## src/rtl/operand_fetch_stage_pkg.sv

```systemverilog
// Shared definitions for the operand fetch stage: register addressing and the
// registered operand bundle handed to execute.
package operand_fetch_stage_pkg;

  localparam int unsigned REG_ADDR_BITS  = 5;
  localparam int unsigned NUM_REGS       = 32;
  // Operand fields in the bundle are sized for the widest supported datapath.
  localparam int unsigned OPF_MAX_DATA_W = 64;

  typedef logic [REG_ADDR_BITS-1:0] reg_addr_t;

  typedef struct packed {
    logic [OPF_MAX_DATA_W-1:0] a;
    logic [OPF_MAX_DATA_W-1:0] b;
    reg_addr_t                 rd;
    logic                      rd_we;
  } op_bundle_t;

  function automatic logic is_zero_reg(input reg_addr_t r);
    return (r == '0);
  endfunction

endpackage

```

## src/rtl/operand_fetch_stage_bypass.sv

```systemverilog
// Per-operand writeback forwarding: the highest-index matching writeback port
// wins, mirroring the register file's last-port-wins write order.
module operand_bypass_mux
  import operand_fetch_stage_pkg::*;
#(
  parameter int unsigned DATA_WIDTH    = 64,
  parameter int unsigned NR_WB_PORTS   = 2,
  parameter bit          ZERO_REG_ZERO = 1'b1
) (
  input  logic [REG_ADDR_BITS-1:0]                  rs_i,
  input  logic [DATA_WIDTH-1:0]                     rf_rdata_i,
  input  logic [NR_WB_PORTS-1:0]                    wb_valid_i,
  input  logic [NR_WB_PORTS-1:0][REG_ADDR_BITS-1:0] wb_addr_i,
  input  logic [NR_WB_PORTS-1:0][DATA_WIDTH-1:0]    wb_data_i,
  output logic                                      fwd_o,
  output logic [DATA_WIDTH-1:0]                     data_o
);

  always_comb begin
    fwd_o  = 1'b0;
    data_o = rf_rdata_i;
    for (int unsigned k = 0; k < NR_WB_PORTS; k++) begin
      if (wb_valid_i[k] && (wb_addr_i[k] == rs_i)) begin
        fwd_o  = 1'b1;
        data_o = wb_data_i[k];
      end
    end
    if (ZERO_REG_ZERO && is_zero_reg(rs_i)) begin
      data_o = '0;
    end
  end

endmodule

```

## src/rtl/operand_fetch_stage.sv

```systemverilog
// Operand fetch: reads the register file, forwards writeback data, tracks
// pending destinations and stalls on RAW/WAW hazards ahead of execute.
module operand_fetch_stage
  import operand_fetch_stage_pkg::*;
#(
  parameter int unsigned DATA_WIDTH    = 64,
  parameter int unsigned NR_WB_PORTS   = 2,
  parameter bit          ZERO_REG_ZERO = 1'b1
) (
  input  logic                                      clk_i,
  input  logic                                      rst_ni,
  input  logic                                      flush_i,
  input  logic                                      req_valid_i,
  output logic                                      req_ready_o,
  input  logic [REG_ADDR_BITS-1:0]                  req_rs1_i,
  input  logic [REG_ADDR_BITS-1:0]                  req_rs2_i,
  input  logic [REG_ADDR_BITS-1:0]                  req_rd_i,
  input  logic                                      req_rd_we_i,
  output logic [1:0][REG_ADDR_BITS-1:0]             rf_raddr_o,
  input  logic [1:0][DATA_WIDTH-1:0]                rf_rdata_i,
  input  logic [NR_WB_PORTS-1:0]                    wb_valid_i,
  input  logic [NR_WB_PORTS-1:0][REG_ADDR_BITS-1:0] wb_addr_i,
  input  logic [NR_WB_PORTS-1:0][DATA_WIDTH-1:0]    wb_data_i,
  output logic                                      op_valid_o,
  input  logic                                      op_ready_i,
  output logic [DATA_WIDTH-1:0]                     op_a_o,
  output logic [DATA_WIDTH-1:0]                     op_b_o,
  output logic [REG_ADDR_BITS-1:0]                  op_rd_o,
  output logic                                      op_rd_we_o
);

  logic [NUM_REGS-1:0]   pending_q, pending_d;
  op_bundle_t            op_q, op_d;
  logic                  op_valid_q, op_valid_d;

  logic                  fwd_a, fwd_b;
  logic [DATA_WIDTH-1:0] opnd_a, opnd_b;
  logic                  raw_a, raw_b, waw, wb_hits_rd, accept;

  assign rf_raddr_o = {req_rs2_i, req_rs1_i};

  operand_bypass_mux #(
    .DATA_WIDTH    (DATA_WIDTH),
    .NR_WB_PORTS   (NR_WB_PORTS),
    .ZERO_REG_ZERO (ZERO_REG_ZERO)
  ) u_bypass_a (
    .rs_i       (req_rs1_i),
    .rf_rdata_i (rf_rdata_i[0]),
    .wb_valid_i (wb_valid_i),
    .wb_addr_i  (wb_addr_i),
    .wb_data_i  (wb_data_i),
    .fwd_o      (fwd_a),
    .data_o     (opnd_a)
  );

  operand_bypass_mux #(
    .DATA_WIDTH    (DATA_WIDTH),
    .NR_WB_PORTS   (NR_WB_PORTS),
    .ZERO_REG_ZERO (ZERO_REG_ZERO)
  ) u_bypass_b (
    .rs_i       (req_rs2_i),
    .rf_rdata_i (rf_rdata_i[1]),
    .wb_valid_i (wb_valid_i),
    .wb_addr_i  (wb_addr_i),
    .wb_data_i  (wb_data_i),
    .fwd_o      (fwd_b),
    .data_o     (opnd_b)
  );

  always_comb begin
    wb_hits_rd = 1'b0;
    for (int unsigned k = 0; k < NR_WB_PORTS; k++) begin
      if (wb_valid_i[k] && (wb_addr_i[k] == req_rd_i)) begin
        wb_hits_rd = 1'b1;
      end
    end
  end

  // A writeback landing this cycle resolves the hazard on its register.
  assign raw_a = pending_q[req_rs1_i] && !fwd_a && !is_zero_reg(req_rs1_i);
  assign raw_b = pending_q[req_rs2_i] && !fwd_b && !is_zero_reg(req_rs2_i);
  assign waw   = req_rd_we_i && pending_q[req_rd_i] && !is_zero_reg(req_rd_i) && !wb_hits_rd;

  assign req_ready_o = rst_ni && !flush_i && (!op_valid_q || op_ready_i)
                       && !raw_a && !raw_b && !waw;
  assign accept      = req_valid_i && req_ready_o;

  // Clears are applied before the set so a younger owner keeps the register pending.
  always_comb begin
    pending_d = pending_q;
    for (int unsigned k = 0; k < NR_WB_PORTS; k++) begin
      if (wb_valid_i[k]) begin
        pending_d[wb_addr_i[k]] = 1'b0;
      end
    end
    if (accept && req_rd_we_i && !is_zero_reg(req_rd_i)) begin
      pending_d[req_rd_i] = 1'b1;
    end
    if (flush_i) begin
      pending_d = '0;
    end
    pending_d[0] = 1'b0;
  end

  always_comb begin
    op_d       = op_q;
    op_valid_d = op_valid_q;
    if (flush_i) begin
      op_valid_d = 1'b0;
    end else if (accept) begin
      op_d.a     = OPF_MAX_DATA_W'(opnd_a);
      op_d.b     = OPF_MAX_DATA_W'(opnd_b);
      op_d.rd    = req_rd_i;
      op_d.rd_we = req_rd_we_i;
      op_valid_d = 1'b1;
    end else if (op_valid_q && op_ready_i) begin
      op_valid_d = 1'b0;
    end
  end

  always_ff @(posedge clk_i or negedge rst_ni) begin
    if (!rst_ni) begin
      pending_q  <= '0;
      op_q       <= '0;
      op_valid_q <= 1'b0;
    end else begin
      pending_q  <= pending_d;
      op_q       <= op_d;
      op_valid_q <= op_valid_d;
    end
  end

  assign op_valid_o = op_valid_q;
  assign op_a_o     = op_q.a[DATA_WIDTH-1:0];
  assign op_b_o     = op_q.b[DATA_WIDTH-1:0];
  assign op_rd_o    = op_q.rd;
  assign op_rd_we_o = op_q.rd_we;

endmodule
```

## config.mk

```make
export PLATFORM = sky130hd
export DESIGN_NAME = operand_fetch_stage
export DESIGN_NICKNAME = d
export VERILOG_FILES = /design/src/rtl/operand_fetch_stage_pkg.sv /design/src/rtl/operand_fetch_stage_bypass.sv /design/src/rtl/operand_fetch_stage.sv
export SDC_FILE = /design/constraint.sdc
export NUM_CORES = 1
export LEC_CHECK = 0
export ABC_AREA = 0
export ABC_CLOCK_PERIOD_IN_PS = 5400
export BUFFER_PORTS_ARGS = -buffer_cell sky130_fd_sc_hd__buf_2
export CAP_MARGIN = 30
export CORE_AREA = 2 2 168 170
export DETAILED_ROUTE_END_ITERATION = 16
export DIE_AREA = 0 0 170 172
export PLACE_DENSITY = 0.7
export SLEW_MARGIN = 20
export SYNTH_ARGS = -nofsm -noshare
export SYNTH_HDL_FRONTEND = slang
export SYNTH_SLANG_ARGS = --single-unit
export TNS_END_PERCENT = 50
```

## constraint.sdc

```tcl
create_clock -name clk_i -period 5.4 [get_ports clk_i]
set_input_delay 0.27 -clock clk_i [delete_from_list [all_inputs] [get_ports clk_i]]
set_output_delay 0.27 -clock clk_i [all_outputs]
set_load 0.005 [all_outputs]
```

# [Word-level counts from Yosys, hierarchy flattened]
# Index checks and enable logic that the tools add are counted.
[classes] n_eq_ne=6 n_reduce_logical=42 multipliers=0 n_bitwise=6 div_mod_pow=0 n_addsub=0 shifts=0 n_mux=31 magnitude_cmp=8
[op_table] op="two-way mux 64 bit" n=6
[op_table] op="two-way mux 32 bit" n=4
[op_table] op="AND 32 bit" n=2
[op_table] op="NOT 32 bit" n=2
[op_table] op="bitwise OR 32 bit" n=1
[op_table] op="== test 5 bit" n=6
[op_table] op="less-than comparator 5 x 6 -> 1 bit (second input constant)" n=5
[op_table] op="logical AND 1 bit" n=25
[op_table] op="binary-select mux 1 bit (select 5 bit)" n=3
[op_table] op="demux 1 bit (select 5 bit)" n=3
[op_table] op=">= comparator 5 x 1 -> 1 bit (second input constant)" n=3
[op_table] op="zero test 5 bit" n=3
[op_table] op="two-way mux 1 bit" n=15
[op_table] op="zero test 1 bit" n=11
[op_table] op="nonzero test 3 bit" n=1
[op_table] op="AND reduction 2 bit" n=1
[op_table] op="logical OR 1 bit" n=1
[op_table] op="NOT 1 bit" n=1
[totals] input_bits=289 ramBits=0 memories=0 rom_bits=0 latchBits=0 ff_bits=166 output_inout_bits=146 word_cells=99

# [Depth between registers and ports, before layout]
# Gate-level depths: netlist (run 1).
[depth] ltp_word=16 depth_mapped=11 ltp_nobuf=7

# [By module]
# A second synthesis (run 1) with hierarchy kept.
[unflattened] cells_unflattened=1294 area_unflattened_um2=12741.0
[modules_own_cells] mod="operand_fetch_stage" seq_area_each_um2=4154.0 area_per_inst_um2=8156.6 n_inst=1 cells_per_inst=620
[modules_own_cells] mod="operand_bypass_mux" seq_area_each_um2=0.0 area_per_inst_um2=2292.2 n_inst=2 cells_per_inst=337

# [Least setup slack after synthesis (run 1)]
# No wires, ideal clock.
[synth_timing] path_type="input -> register" start="in req_rd_i[0]" end="reg op_q (netlist bit op_a_o[14])" cell_stages=10 n_path_buf=3 arrival_ns=2.517 required_ns=5.272 path_slack_ns=2.755 setup_ns=0.128 path_cell_list="buf_4 mux4_2 a22oi_1 o221ai_1 or3b_1 a32oi_1 nand4_2 buf_6 buf_6 mux2_1"
[synth_via] elab_chain_len=10 word_cells_on_any_way=18 cone_classes="eq/ne (2); mux (4); reduce/logical (12)"
[synth_rtl] item="from (decl)" line="operand_fetch_stage.sv:17" text="input logic [REG_ADDR_BITS-1:0] req_rd_i,"
[synth_rtl] item="parallel branches: the longest is 5 deep, another holds binary-select mux 1 bit (select 5 bit)"
[synth_rtl] item="logical AND 1 bit (*)" line="operand_fetch_stage.sv:82" text="assign waw = req_rd_we_i && pending_q[req_rd_i] && !is_zero_reg(req_rd_i) && !wb_hits_rd;"
[synth_rtl] item="zero test 1 bit (*)" line="operand_fetch_stage.sv:85" text="&& !raw_a && !raw_b && !waw;"
[synth_rtl] item="logical AND 1 bit (*)" line="operand_fetch_stage.sv:85"
[synth_rtl] item="logical AND 1 bit (*)" line="operand_fetch_stage.sv:86" text="assign accept = req_valid_i && req_ready_o;"
[synth_rtl] item="AND reduction 2 bit (no source line) (*)"
[synth_rtl] item="to (signal assigned)" line="operand_fetch_stage.sv:128" text="op_q <= op_d;"
[synth_rtl] item="to (decl)" line="operand_fetch_stage.sv:33" text="op_bundle_t op_q, op_d;"
# Every way passes the cells marked *. The select of a mux whose other input is x is not followed.
# A chain may end at the register's enable or synchronous reset.

# [Worst setup path after layout (run 1)]
[layout_timing] start="reg pending_q[19]" end="reg op_q (netlist bit op_b_o[37])"
[layout_via] elab_chain_len=10 word_cells_on_any_way=21 cone_classes="mux (6); reduce/logical (15)"
[layout_rtl] item="from (decl)" line="operand_fetch_stage.sv:32" text="logic [NUM_REGS-1:0] pending_q, pending_d;"
[layout_rtl] item="from (signal assigned)" line="operand_fetch_stage.sv:127" text="pending_q <= pending_d;"
[layout_rtl] item="binary-select mux 1 bit (select 5 bit)" line="operand_fetch_stage.sv:80" text="assign raw_a = pending_q[req_rs1_i] && !fwd_a && !is_zero_reg(req_rs1_i);"
[layout_rtl] item="two-way mux 1 bit (not written as such)" line="operand_fetch_stage.sv:80"
[layout_rtl] item="logical AND 1 bit (2 in series)" line="operand_fetch_stage.sv:80"
[layout_rtl] item="zero test 1 bit" line="operand_fetch_stage.sv:85"
[layout_rtl] item="logical AND 1 bit (2 in series)" line="operand_fetch_stage.sv:85"
[layout_rtl] item="logical AND 1 bit (*)" line="operand_fetch_stage.sv:85"
[layout_rtl] item="logical AND 1 bit (*)" line="operand_fetch_stage.sv:86"
[layout_rtl] item="AND reduction 2 bit (no source line) (*)"
# Every way passes the cells marked *; elsewhere a longest branch is shown, timed or not. The select of a mux whose other input is x is not followed.

==> results of run 1 <==
[routing by layer]
metal  up-vias  track usage, %  part of all wire [%]
li1       4711               -                     -
met1      5151            35.7                    41
met2       615            43.4                    47
met3        74            6.75                   9.1
met4         4            11.3                   3.3
met5         -               0                 0.073
[cells by family after synthesis]
group | count (synthesis) | share of synthesized area (%)
compound gates | 208 | 13.4
xor+xnor | 30 | 2.28
simple gates | 248 | 10.7
mux | 295 | 32.1
buf+inv | 123 | 5.42
flops | 166 | 36.0
[metrics by stage]
step                hold WS, ps  total power [W]  cell area, sq um  utilization (%)  worst slack, ps
finish                      136          0.00437             14400             52.3             1790
global placement            155          0.00316             13700             49.9             1640
CTS                         114          0.00439             14300             52.0             1870
floorplan                 -25.6          0.00247             11500                -             2760
detailed placement          157          0.00318             13700             49.9             1530
global route                124          0.00459             14400             52.3             1700
[flip-flops by register name (all words and copies together), names as in the netlist]
name,flops
op_rd_we_o,1
pending_q,31
op_valid_o,1
op_a_o,64
op_b_o,64
op_rd_o,5
[area by class of cell]
| class | instances | area, sq um |
|---|---|---|
| Tap cell | 346 | 433 |
| Multi-Input combinational cell | 781 | 6810 |
| Fill cell | 2515 | 13100 |
| Sequential cell | 166 | 4150 |
| Clock buffer | 18 | 429 |
| Clock inverter | 14 | 139 |
| Inverter | 6 | 22.5 |
| Antenna cell | 11 | 27.5 |
| Timing Repair Buffer | 450 | 2360 |
[worst register-to-register path, stage by stage, from the launching register on]
cell	delay [ps]
sky130_fd_sc_hd__dfrtp_1	450
sky130_fd_sc_hd__mux4_2	500
sky130_fd_sc_hd__a22oi_1	170
sky130_fd_sc_hd__o221ai_1	130
sky130_fd_sc_hd__or3b_1	410
sky130_fd_sc_hd__a32oi_1	360
sky130_fd_sc_hd__nand4_4	530
sky130_fd_sc_hd__buf_12	450
sky130_fd_sc_hd__mux2_1	520
[cells in the final DEF (no fill, tap or decap), types with 17 or more instances in the layout]
cell                        netlist  final
sky130_fd_sc_hd__a211oi_1       128    128
sky130_fd_sc_hd__a22oi_1         32     32
sky130_fd_sc_hd__buf_2           19    434
sky130_fd_sc_hd__clkbuf_16        0     17
sky130_fd_sc_hd__dfrtp_1        166    166
sky130_fd_sc_hd__mux2_2          29     29
sky130_fd_sc_hd__mux2_4          98     98
sky130_fd_sc_hd__mux2i_1        141    141
sky130_fd_sc_hd__mux4_2          17     17
sky130_fd_sc_hd__nand3b_1        37     37
sky130_fd_sc_hd__nor2_1         139    139
sky130_fd_sc_hd__o31ai_1         30     30
sky130_fd_sc_hd__xor2_1          24     24
[path summary, 6_finish.rpt]
kind / slack [ps] / end / cells after the start / startpoint
max in group asynchronous: 4100 / op_b_o[26] / 4 / rst_ni
worst min register to register: 490 / op_a_o[18] / 1 / op_a_o[18]
worst min-delay path: 140 / op_rd_we_o / 2 / req_rd_we_i
worst max-delay path: 1790 / op_b_o[37] / 8 / pending_q[19]
worst max register to register: 1790 / op_b_o[37] / 8 / pending_q[19]
min in group asynchronous: 280 / op_a_o[52] / 2 / rst_ni
[power breakdown]
group / total, W / switching (W) / internal (W)
Sequential: 0.00181 / 0.000221 / 0.00159
Clock: 0.00119 / 0.000574 / 0.000615
Combinational: 0.00137 / 0.000576 / 0.000793
Total: 0.00437 / 0.00137 / 0.00299
==> implementation parameters, run 1 <==
Parameter                              Value

Floorplan
  Placement Rows ... 61
  Horizontal die dimension ... between 150 and 200 um
  DIE AREA ... 29,200 sq um
  Number of top-level pins ... 435
  Initial core utilization ... a little over two fifths
  Core box area ... 27,500 sq um
  Die Ht ... 172 um

Worst setup path
  Crit path largest cell delay ... 520 ps
  Data required time at the worst endpoint ... 5710 ps
  Family of cells with the greatest summed delay on the critical path ... simple AND/OR/NAND/NOR gates
  Critical path arrival ... between 3000 and 4000 ps
  Max FO, Critical Path ... 76
  Worst-path cell chain ... mux4_2, a22oi_1, o221ai_1, or3b_1, a32oi_1, nand4_4, buf_12, mux2_1
  Type of the worst setup path ... register to register
  Cell at the slowest stage of the critical path ... sky130_fd_sc_hd__nand4_4
  CP Capture Type ... register
  Count of buffer and inverter cells on the critical path ... 1
  Category of the worst setup path launch point ... register

Synthesis
  Number of register bits inferred by synthesis ... 166
  Cell area after synthesis ... between 10,000 and 15,000 sq um
  Most frequent cells after synthesis ... sky130_fd_sc_hd__dfrtp_1 (166), sky130_fd_sc_hd__mux2i_1 (141), sky130_fd_sc_hd__nor2_1 (139)
  Yosys Warn Count ... 0
  Number of enable flip-flop cells after synthesis ... 0
  Sequential element share of the synthesized area ... a little over a third
  Synth top area cells ... sky130_fd_sc_hd__dfrtp_1 (36%), sky130_fd_sc_hd__mux2_4 (13%), sky130_fd_sc_hd__mux2i_1 (12%)
  Leading cell type by number of instances after synthesis ... sky130_fd_sc_hd__dfrtp_1
  Post-synthesis cell type count ... 44
  Syn avg cell area ... 10.8 sq um
  Share of flip-flops with an asynchronous set or reset ... 100%
  Cell taking the most area after synthesis ... sky130_fd_sc_hd__dfrtp_1
  Most used DFF post-synth ... sky130_fd_sc_hd__dfrtp_1
  Top cell type's share of synthesized area ... 36.0%
  Synthesized net count ... 1,359
  Number of cells produced by synthesis ... ~1,100

Power and ir drop
  Total power density per cell area ... 304 nW/um^2
  Static Leakage ... between 6 and 7 nW
  Worst VDD drop ... roughly 0.17 mV

Clocking
  Clock input transition at the sequential cells of the worst setup and hold paths ... roughly 80 ps
  CTS HTree Levels ... 4
  Number of buffers inserted by hold repair at cts ... 1
  Source-to-sink clock delay at the later pin of the worst-skew pair ... around 420 ps
  Clock net sink count ... 166
  Number of gates resized after CTS ... 0
  Number of buffers added by the clock tree synthesis step ... 17
  CTS tree ... done
  CTS root buf ... sky130_fd_sc_hd__clkbuf_16
  Number of buffers on the longest clock path ... 2
  Post-CTS Setup Repair Bufs ... 0

Cells and area
  Count of placed standard cells in the final layout, fillers left out ... 1,792
  Share of cells above drive strength 1 ... between 40 and 50%
  Area growth from synthesis to layout ... 24.7%
  Number of nets at the end of the flow ... 1,711

Route
  Number of vias per cell ... 5.89
  Detailed-route DRC error count ... 0
  Final wirelength ... 41.0 mm
  Remaining number of nets flagged by the antenna check after routing ... 0
  First drt pass iteration count ... 5
  DR iter-0 viols ... 931
  WL/cell ... roughly 23 um
  Total number of vias ... 10,600

Place
  Routability cong. ... roughly 0.94
  Half-perimeter wire length of the detailed placement result ... 29.8 mm
  Count of input and output buffers ... 434
  Inst Count DP ... 1,746

STA
  Accumulated negative setup slack ... 0 ps
  Pins Over Slew Limit ... 0
  Relative slew slack ... between 30 and 40%
  RSZ-0062 raised after global routing ... no
  Final worst path period share ... about two thirds
  Final-report hold violation count ... 0
  Time the worst path needs with I/O delays and setup ... 3610 ps
  Slew at the pin with the worst max-slew slack ... between 900 and 1000 ps
  Layout Skew ... approximately 12 ps
  Setup violation total in the final timing report ... 0
  Achievable Freq ... 277 MHz

Global routing
  Remaining global-route overflow ... 0
  Via count of the first global-routing pass ... 10,100
  GRT Total Usage ... 27.3%
  First-pass GRT wire length ... roughly 60 mm
  Maximum number of pins on one net before global-route repair ... 82
  Antenna violations before repair ... 14

Worst hold path
  Worst min-delay path class ... input pin to register

Run status
  Result of the run ... finished clean

Run
  MaxCap Viol Count ... 0
No activity file was read; power rests on OpenSTA's default activity.
==> run 2: changes to the inputs <==
--- a/config.mk
+++ b/config.mk
@@ -6,7 +6,7 @@
 export NUM_CORES = 1
 export LEC_CHECK = 0
 export ABC_AREA = 0
-export ABC_CLOCK_PERIOD_IN_PS = 5400
+export ABC_CLOCK_PERIOD_IN_PS = 3600
 export BUFFER_PORTS_ARGS = -buffer_cell sky130_fd_sc_hd__buf_2
 export CAP_MARGIN = 30
 export CORE_AREA = 2 2 168 170
==> constraint.sdc (replaced) <==
create_clock -name clk_i -period 3.6 [get_ports clk_i]
set_input_delay 0.18 -clock clk_i [delete_from_list [all_inputs] [get_ports clk_i]]
set_output_delay 0.18 -clock clk_i [all_outputs]
set_load 0.005 [all_outputs]
==> implementation parameters, run 2 (same netlist as run 1, synthesis figures left out) <==
Parameter                              Value

Run status
  Result of the run ... finished clean

Run
  MaxCap Viol Count ... 0 (unchanged)

Cells and area
  Cell area after layout ... 14,500 sq um (+0.67%)
  Most common cell after layout, fill and taps aside ... sky130_fd_sc_hd__buf_2
  Number of nets at the end of the flow ... 1,716 (+0.29%)
  Filler Cells Inserted ... 2,519 (+0.16%)
  FF+latch area ... 4150 sq um (unchanged)
  Area of the multi-input gates ... 6810 sq um (unchanged)
  Area growth from synthesis to layout ... 25.5%
  Share of cells above drive strength 1 ... 44.4% (+0.26 points)
  Commonest non-fill, non-tap cells in the layout ... sky130_fd_sc_hd__buf_2 (434), sky130_fd_sc_hd__dfrtp_1 (166), sky130_fd_sc_hd__mux2i_1 (141), sky130_fd_sc_hd__nor2_1 (139), sky130_fd_sc_hd__a211oi_1 (128)

Clocking
  Clock net sink count ... 166 (unchanged)
  Number of gates resized after CTS ... 0 (unchanged)
  CTS HTree Levels ... 4 (unchanged)
  Clock input transition at the sequential cells of the worst setup and hold paths ... 80 ps (about the same)
  CTS root buf ... sky130_fd_sc_hd__clkbuf_16
  Number of buffers inserted by hold repair at cts ... 1 (unchanged)
  Number of buffers on the longest clock path ... 2 (unchanged)
  Number of buffers added by the clock tree synthesis step ... 17 (unchanged)
  Source-to-sink clock delay at the later pin of the worst-skew pair ... 430 ps (about the same)
  Post-CTS Setup Repair Bufs ... 0 (unchanged)
  CTS tree ... done

Floorplan
  Initial core utilization ... 42.0% (unchanged)
  DIE AREA ... 29,200 sq um (unchanged)
  Number of top-level pins ... 435 (unchanged)
  Core box area ... 27,500 sq um (unchanged)
  Placement Rows ... 61 (unchanged)
  Horizontal die dimension ... 170 um (unchanged)
  Die Ht ... 172 um (unchanged)

Global routing
  Via count of the first global-routing pass ... 10,100 (+0.69%)
  First-pass GRT wire length ... 59.2 mm (-1.9%)
  Antenna violations before repair ... 10 (-4)
  Maximum number of pins on one net before global-route repair ... 129 (+57%)
  GRT Total Usage ... 26.6% (-0.74 points)
  Remaining global-route overflow ... 0 (unchanged)

STA
  Accumulated negative setup slack ... 0 ps (unchanged)
  Relative slew slack ... 39.1% (+1.7 points)
  Time the worst path needs with I/O delays and setup ... 3130 ps (-480 ps)
  Final-report hold violation count ... 0 (unchanged)
  Final worst path period share ... 87.0% (+20 points)
  Pins Over Slew Limit ... 0 (unchanged)
  RSZ-0062 raised after global routing ... no
  Achievable Freq ... 319 MHz (+15%)
  Layout Skew ... 17.7 ps (+5.42 ps)
  Slew at the pin with the worst max-slew slack ... 910 ps (-28.2 ps)
  Setup violation total in the final timing report ... 0 (unchanged)

Worst setup path
  Category of the worst setup path launch point ... register
  Cell at the slowest stage of the critical path ... sky130_fd_sc_hd__mux4_2
  Data required time at the worst endpoint ... 3920 ps (-1790 ps)
  Critical path arrival ... 3450 ps (-470 ps)
  Max FO, Critical Path ... 91 (+20%)
  Worst-path cell chain ... mux4_2, a22oi_1, o221ai_1, or3b_1, a32oi_1, nand4_4, buf_12, mux2_1
  Type of the worst setup path ... register to register
  Crit path largest cell delay ... 490 ps (-30 ps)
  CP Capture Type ... register
  Reg2Reg Setup Slack ... 470 ps (-1320 ps)
  Count of buffer and inverter cells on the critical path ... 1 (unchanged)
  Family of cells with the greatest summed delay on the critical path ... multiplexers

Route
  DR iter-0 viols ... 869 (-6.7%)
  Detailed-route DRC error count ... 0 (unchanged)
  Number of vias per cell ... 5.89 (about the same)
  Total number of vias ... 10,600 (-0.019%)
  WL/cell ... 22.7 um (-0.88%)
  Final wirelength ... 40.6 mm (-0.94%)
  Remaining number of nets flagged by the antenna check after routing ... 0 (unchanged)
  First drt pass iteration count ... 5 (unchanged)

Place
  Half-perimeter wire length of the detailed placement result ... 29.7 mm (-0.20%)
  Placed Area ... 13,800 sq um (+0.64%)
  Routability cong. ... 0.934 (-0.28%)
  Count of input and output buffers ... 434 (unchanged)

Power and ir drop
  Proportion of power drawn by flip-flops and latches ... 41.0% (-0.4 points)
  Sw frac ... 31.7% (+0.26 points)
  Fraction of power consumed by the clock network ... 27.9% (+0.7 points)
  Internal power consumption ... 0.00452 W (+51%)
  Total power density per cell area ... 457 nW/um^2 (+51%)
  Power dissipated by switching net loads ... 0.00210 W (+53%)
  Combinational Power Share ... 31.1% (-0.3 points)
  Worst VDD drop ... 0.227 mV (+36%)
  Static Leakage ... 6.71 nW (+0.93%)

Worst hold path
  Worst min-delay path class ... input pin to register
## run 2: cell types whose count changed in the layout (fill, tap and decap cells not counted), sizes merged
cell      change
clkinvlp      -3
inv           -3
buf           +5
clkinv        +6
diode         -6
## run 2: path summary, 6_finish.rpt
kind | startpoint | end | cells after the start
max in group asynchronous | rst_ni | op_a_o[35] | 4
setup reg to reg | pending_q[31] | op_b_o[37] | 8
hold / removal | op_ready_i | op_valid_o | 3
setup / recovery | pending_q[31] | op_b_o[37] | 8
hold reg to reg | op_a_o[18] | op_a_o[18] | 1
min in group asynchronous | rst_ni | op_a_o[49] | 2
## run 2: worst min-delay path, stage by stage
cell                       delay (ps)
sky130_fd_sc_hd__buf_2             70
sky130_fd_sc_hd__nand2b_1         100
sky130_fd_sc_hd__o21ai_0           70
## run 2: layer usage
layer	up-vias	routed length, um	global-route usage (%)
met5	-	54	0
li1	4715	-	-
met4	8	1590	11.2
met1	5155	16400	33.5
met2	570	19300	43.6
met3	105	3260	6.50
## run 2: power groups by stage
stage	clock network, W	logic, W	registers [W]
after detailed placement	0	0.00207	0.00271
after floorplan	0	0.000995	0.00271
after global placement	0	0.00201	0.00273
after global routing	0.00196	0.00221	0.00277
after CTS	0.00188	0.00207	0.00270
final	0.00184	0.00206	0.00271
## run 2: per-stage QoR
stage / setup slack (ps) / std cells / power, W / hold WS [ps] / util (%)
4_1_cts: 566 / 1784 / 0.00665 / 22.0 / 52.5
5_1_grt: 442 / 1790 / 0.00694 / 56.1 / 52.7
3_5_place_dp: 472 / 1751 / 0.00479 / 82.7 / 50.3
6_report: 469 / 1791 / 0.00662 / 38.8 / 52.7
2_1_floorplan: 1000 / 1070 / 0.00371 / -116 / -
3_3_place_gp: 573 / 1750 / 0.00474 / 81.8 / 50.2
## run 2: layout make-up
cell class              count  share of cell area [%]
repair buffers            455                    16.8
diodes                      5                  0.0865
multi-input cells         781                    47.1
inverters                   6                   0.156
clock inverters            14                    1.11
well taps                 346                    2.99
flip-flops and latches    166                    28.7
clock buffers              18                    3.04
==> run 3: changes to the inputs <==
--- a/config.mk
+++ b/config.mk
@@ -9,10 +9,12 @@
 export ABC_CLOCK_PERIOD_IN_PS = 3600
 export BUFFER_PORTS_ARGS = -buffer_cell sky130_fd_sc_hd__buf_2
 export CAP_MARGIN = 30
-export CORE_AREA = 2 2 168 170
+export CELL_PAD_IN_SITES_DETAIL_PLACEMENT = 1
+export CELL_PAD_IN_SITES_GLOBAL_PLACEMENT = 1
+export CORE_MARGIN = 2
+export CORE_UTILIZATION = 38
 export DETAILED_ROUTE_END_ITERATION = 16
-export DIE_AREA = 0 0 170 172
-export PLACE_DENSITY = 0.7
+export PLACE_DENSITY_LB_ADDON = 0.1
 export SLEW_MARGIN = 20
 export SYNTH_ARGS = -nofsm -noshare
 export SYNTH_HDL_FRONTEND = slang
==> implementation parameters, run 3 (same netlist as run 1, synthesis figures left out) <==
Parameter                              Value

Cells and area
  Area growth from synthesis to layout ... 26.1%
  Number of nets at the end of the flow ... 1,714 (-0.12%)
  Cell area after layout ... 14,500 sq um (+0.51%)
  Commonest non-fill, non-tap cells in the layout ... sky130_fd_sc_hd__buf_2 (433), sky130_fd_sc_hd__dfrtp_1 (166), sky130_fd_sc_hd__mux2i_1 (141), sky130_fd_sc_hd__nor2_1 (139), sky130_fd_sc_hd__a211oi_1 (128)
  Most common cell after layout, fill and taps aside ... sky130_fd_sc_hd__buf_2
  Share of cells above drive strength 1 ... 44.3% (-0.19 points)
  Filler Cells Inserted ... 3,396 (+35%)
  Fraction of the core area covered by cells at the end of the flow ... 48.8% (-3.9 points)

Route
  First drt pass iteration count ... 5 (unchanged)
  Total number of vias ... 10,400 (-1.5%)
  Number of vias per cell ... 5.67 (-3.9%)
  Remaining number of nets flagged by the antenna check after routing ... 0 (unchanged)
  Detailed-route DRC error count ... 0 (unchanged)
  WL/cell ... 24.7 um (+9.1%)
  Final wirelength ... 45.3 mm (+12%)
  DR iter-0 viols ... 668 (-23%)

Clocking
  CTS root buf ... sky130_fd_sc_hd__clkbuf_16
  Number of buffers added by the clock tree synthesis step ... 17 (unchanged)
  Clock input transition at the sequential cells of the worst setup and hold paths ... 80 ps (about the same)
  Number of buffers on the longest clock path ... 2 (unchanged)
  CTS HTree Levels ... 4 (unchanged)
  Number of gates resized after CTS ... 0 (unchanged)
  CTS tree ... done
  Post-CTS Setup Repair Bufs ... 0 (unchanged)
  Number of buffers inserted by hold repair at cts ... 1 (unchanged)
  Source-to-sink clock delay at the later pin of the worst-skew pair ... 440 ps (about the same)
  Clock net sink count ... 166 (unchanged)

Worst setup path
  Max FO, Critical Path ... 110 (+21%)
  Worst reg2reg path depth ... 8 (unchanged)
  Type of the worst setup path ... register to register
  CP Capture Type ... register
  Data required time at the worst endpoint ... 3920 ps (about the same)
  Critical path arrival ... 3650 ps (+200 ps)
  Reg2Reg Setup Slack ... 280 ps (-190 ps)
  Endpoint of the lowest-slack register-to-register path ... op_a_o[34]
  R2r startpoint ... pending_q[30]
  Category of the worst setup path launch point ... register

Place
  Count of input and output buffers ... 434 (unchanged)
  Placed Area ... 13,900 sq um (+0.38%)
  Routability cong. ... 0.836 (-10%)
  Half-perimeter wire length of the detailed placement result ... 32.0 mm (+7.6%)

Worst hold path
  Sink of the worst hold path ... op_rd_we_o
  Worst min-delay path class ... input pin to register
  Number of stages on the worst hold path ... 2 (-1)
  Source of the worst hold timing path ... req_rd_we_i

Floorplan
  Die Ht ... 178 um (+3.6%)
  DIE AREA ... 31,800 sq um (+8.6%)
  Core box area ... 29,800 sq um (+8.4%)
  Placement Rows ... 63 (+3.3%)
  Number of top-level pins ... 435 (unchanged)
  Initial core utilization ... 38.7% (-3.3 points)
  Horizontal die dimension ... 178 um (+4.8%)

Global routing
  Antenna violations before repair ... 10 (unchanged)
  Remaining global-route overflow ... 0 (unchanged)
  Via count of the first global-routing pass ... 10,800 (+6.9%)
  First-pass GRT wire length ... 67.5 mm (+14%)
  Maximum number of pins on one net before global-route repair ... 129 (unchanged)
  GRT Total Usage ... 28.1% (+1.6 points)

STA
  Layout Skew ... 20.2 ps (+2.47 ps)
  Achievable Freq ... 301 MHz (-5.8%)
  Time the worst path needs with I/O delays and setup ... 3320 ps (+193 ps)
  Slew at the pin with the worst max-slew slack ... 975 ps (+65.3 ps)
  RSZ-0062 raised after global routing ... no
  Final worst path period share ... 92.3% (+5.4 points)
  Accumulated negative setup slack ... 0 ps (unchanged)
  Setup violation total in the final timing report ... 0 (unchanged)
  Relative slew slack ... 35.0% (-4.1 points)
  Pins Over Slew Limit ... 0 (unchanged)
  Final-report hold violation count ... 0 (unchanged)

Power and ir drop
  Static Leakage ... 6.71 nW (about the same)
  Combinational Power Share ... 31.2% (about the same)
  Total power density per cell area ... 469 nW/um^2 (+2.5%)
  Power dissipated by switching net loads ... 0.00211 W (+0.71%)
  Internal power consumption ... 0.00471 W (+4.2%)
  Proportion of power drawn by flip-flops and latches ... 39.5% (-1.5 points)
  Overall power of the completed layout ... 0.00682 W (+3.1%)
  Worst VDD drop ... 0.315 mV (+39%)
  Fraction of power consumed by the clock network ... 29.3% (+1.4 points)
  Sw frac ... 31.0% (-0.73 points)

Run status
  Result of the run ... finished clean

Run
  MaxCap Viol Count ... 0 (unchanged)
run 3: changes by cell type in the layout (fill, tap and decap cells not counted):
cell / before / now
sky130_fd_sc_hd__buf_16: 0 / 2
sky130_fd_sc_hd__buf_12: 8 / 5
sky130_fd_sc_hd__clkinvlp_4: 0 / 3
sky130_fd_sc_hd__clkinv_8: 4 / 1
sky130_fd_sc_hd__nor3b_1: 9 / 10
sky130_fd_sc_hd__bufinv_16: 0 / 3
sky130_fd_sc_hd__clkinv_4: 5 / 1
sky130_fd_sc_hd__buf_2: 434 / 433
sky130_fd_sc_hd__diode_2: 5 / 7
sky130_fd_sc_hd__nor3b_2: 1 / 0
run 3: final cells by class:
type                    count  area, sq um  share of cell area [%]
diodes                      7         17.5                   0.120
clock buffers              18          439                    3.02
clock inverters            13          189                    1.30
inverters                   6         22.5                   0.155
multi-input cells         781         6810                    46.8
flip-flops and latches    166         4150                    28.6
well taps                 390          488                    3.36
repair buffers            453         2430                    16.7
run 3: how the worst max path moves through the flow:
stage / endpoint / start
2_1_floorplan: op_a_o[14] / pending_q[31]
3_3_place_gp: op_a_o[18] / req_rd_i[1]
3_5_place_dp: op_a_o[18] / req_rd_i[1]
4_1_cts: op_a_o[18] / pending_q[31]
5_1_grt: op_a_o[18] / pending_q[31]
6_report: op_a_o[34] / pending_q[30]
run 3: routing by layer:
layer / vias up / global-route usage (%) / routed length, um
met5: - / 0 / 52
met4: 8 / 6.94 / 687
met3: 47 / 6.63 / 2940
met2: 362 / 48.7 / 22900
met1: 5270 / 35.3 / 18800
li1: 4703 / - / -
run 3: per-stage QoR:
stage / worst slack, ps / hold slack [ps] / instances
after floorplan: 1000 / -116 / 1070
after global placement: 423 / 39.8 / 1793
after detailed placement: 300 / 51.3 / 1794
after CTS: 460 / 52.3 / 1826
after global routing: 327 / 77.1 / 1832
final: 276 / 84.5 / 1834
run 3: power by group through the flow:
stage / Sequential, W / Combinational (W) / Clock (W)
finish: 0.00270 / 0.00213 / 0.00200
global route: 0.00276 / 0.00228 / 0.00212
CTS: 0.00269 / 0.00214 / 0.00205
detailed placement: 0.00270 / 0.00214 / 0
global placement: 0.00271 / 0.00208 / 0
floorplan: 0.00271 / 0.000995 / 0
run 3: critical path, stage by stage, from the launching register on:
cell,delay [ps]
sky130_fd_sc_hd__dfrtp_1,440
sky130_fd_sc_hd__mux4_2,490
sky130_fd_sc_hd__a22oi_1,210
sky130_fd_sc_hd__o221ai_1,140
sky130_fd_sc_hd__or3b_1,410
sky130_fd_sc_hd__a32oi_1,330
sky130_fd_sc_hd__nand4_4,160
sky130_fd_sc_hd__buf_12,240
sky130_fd_sc_hd__mux2_1,520
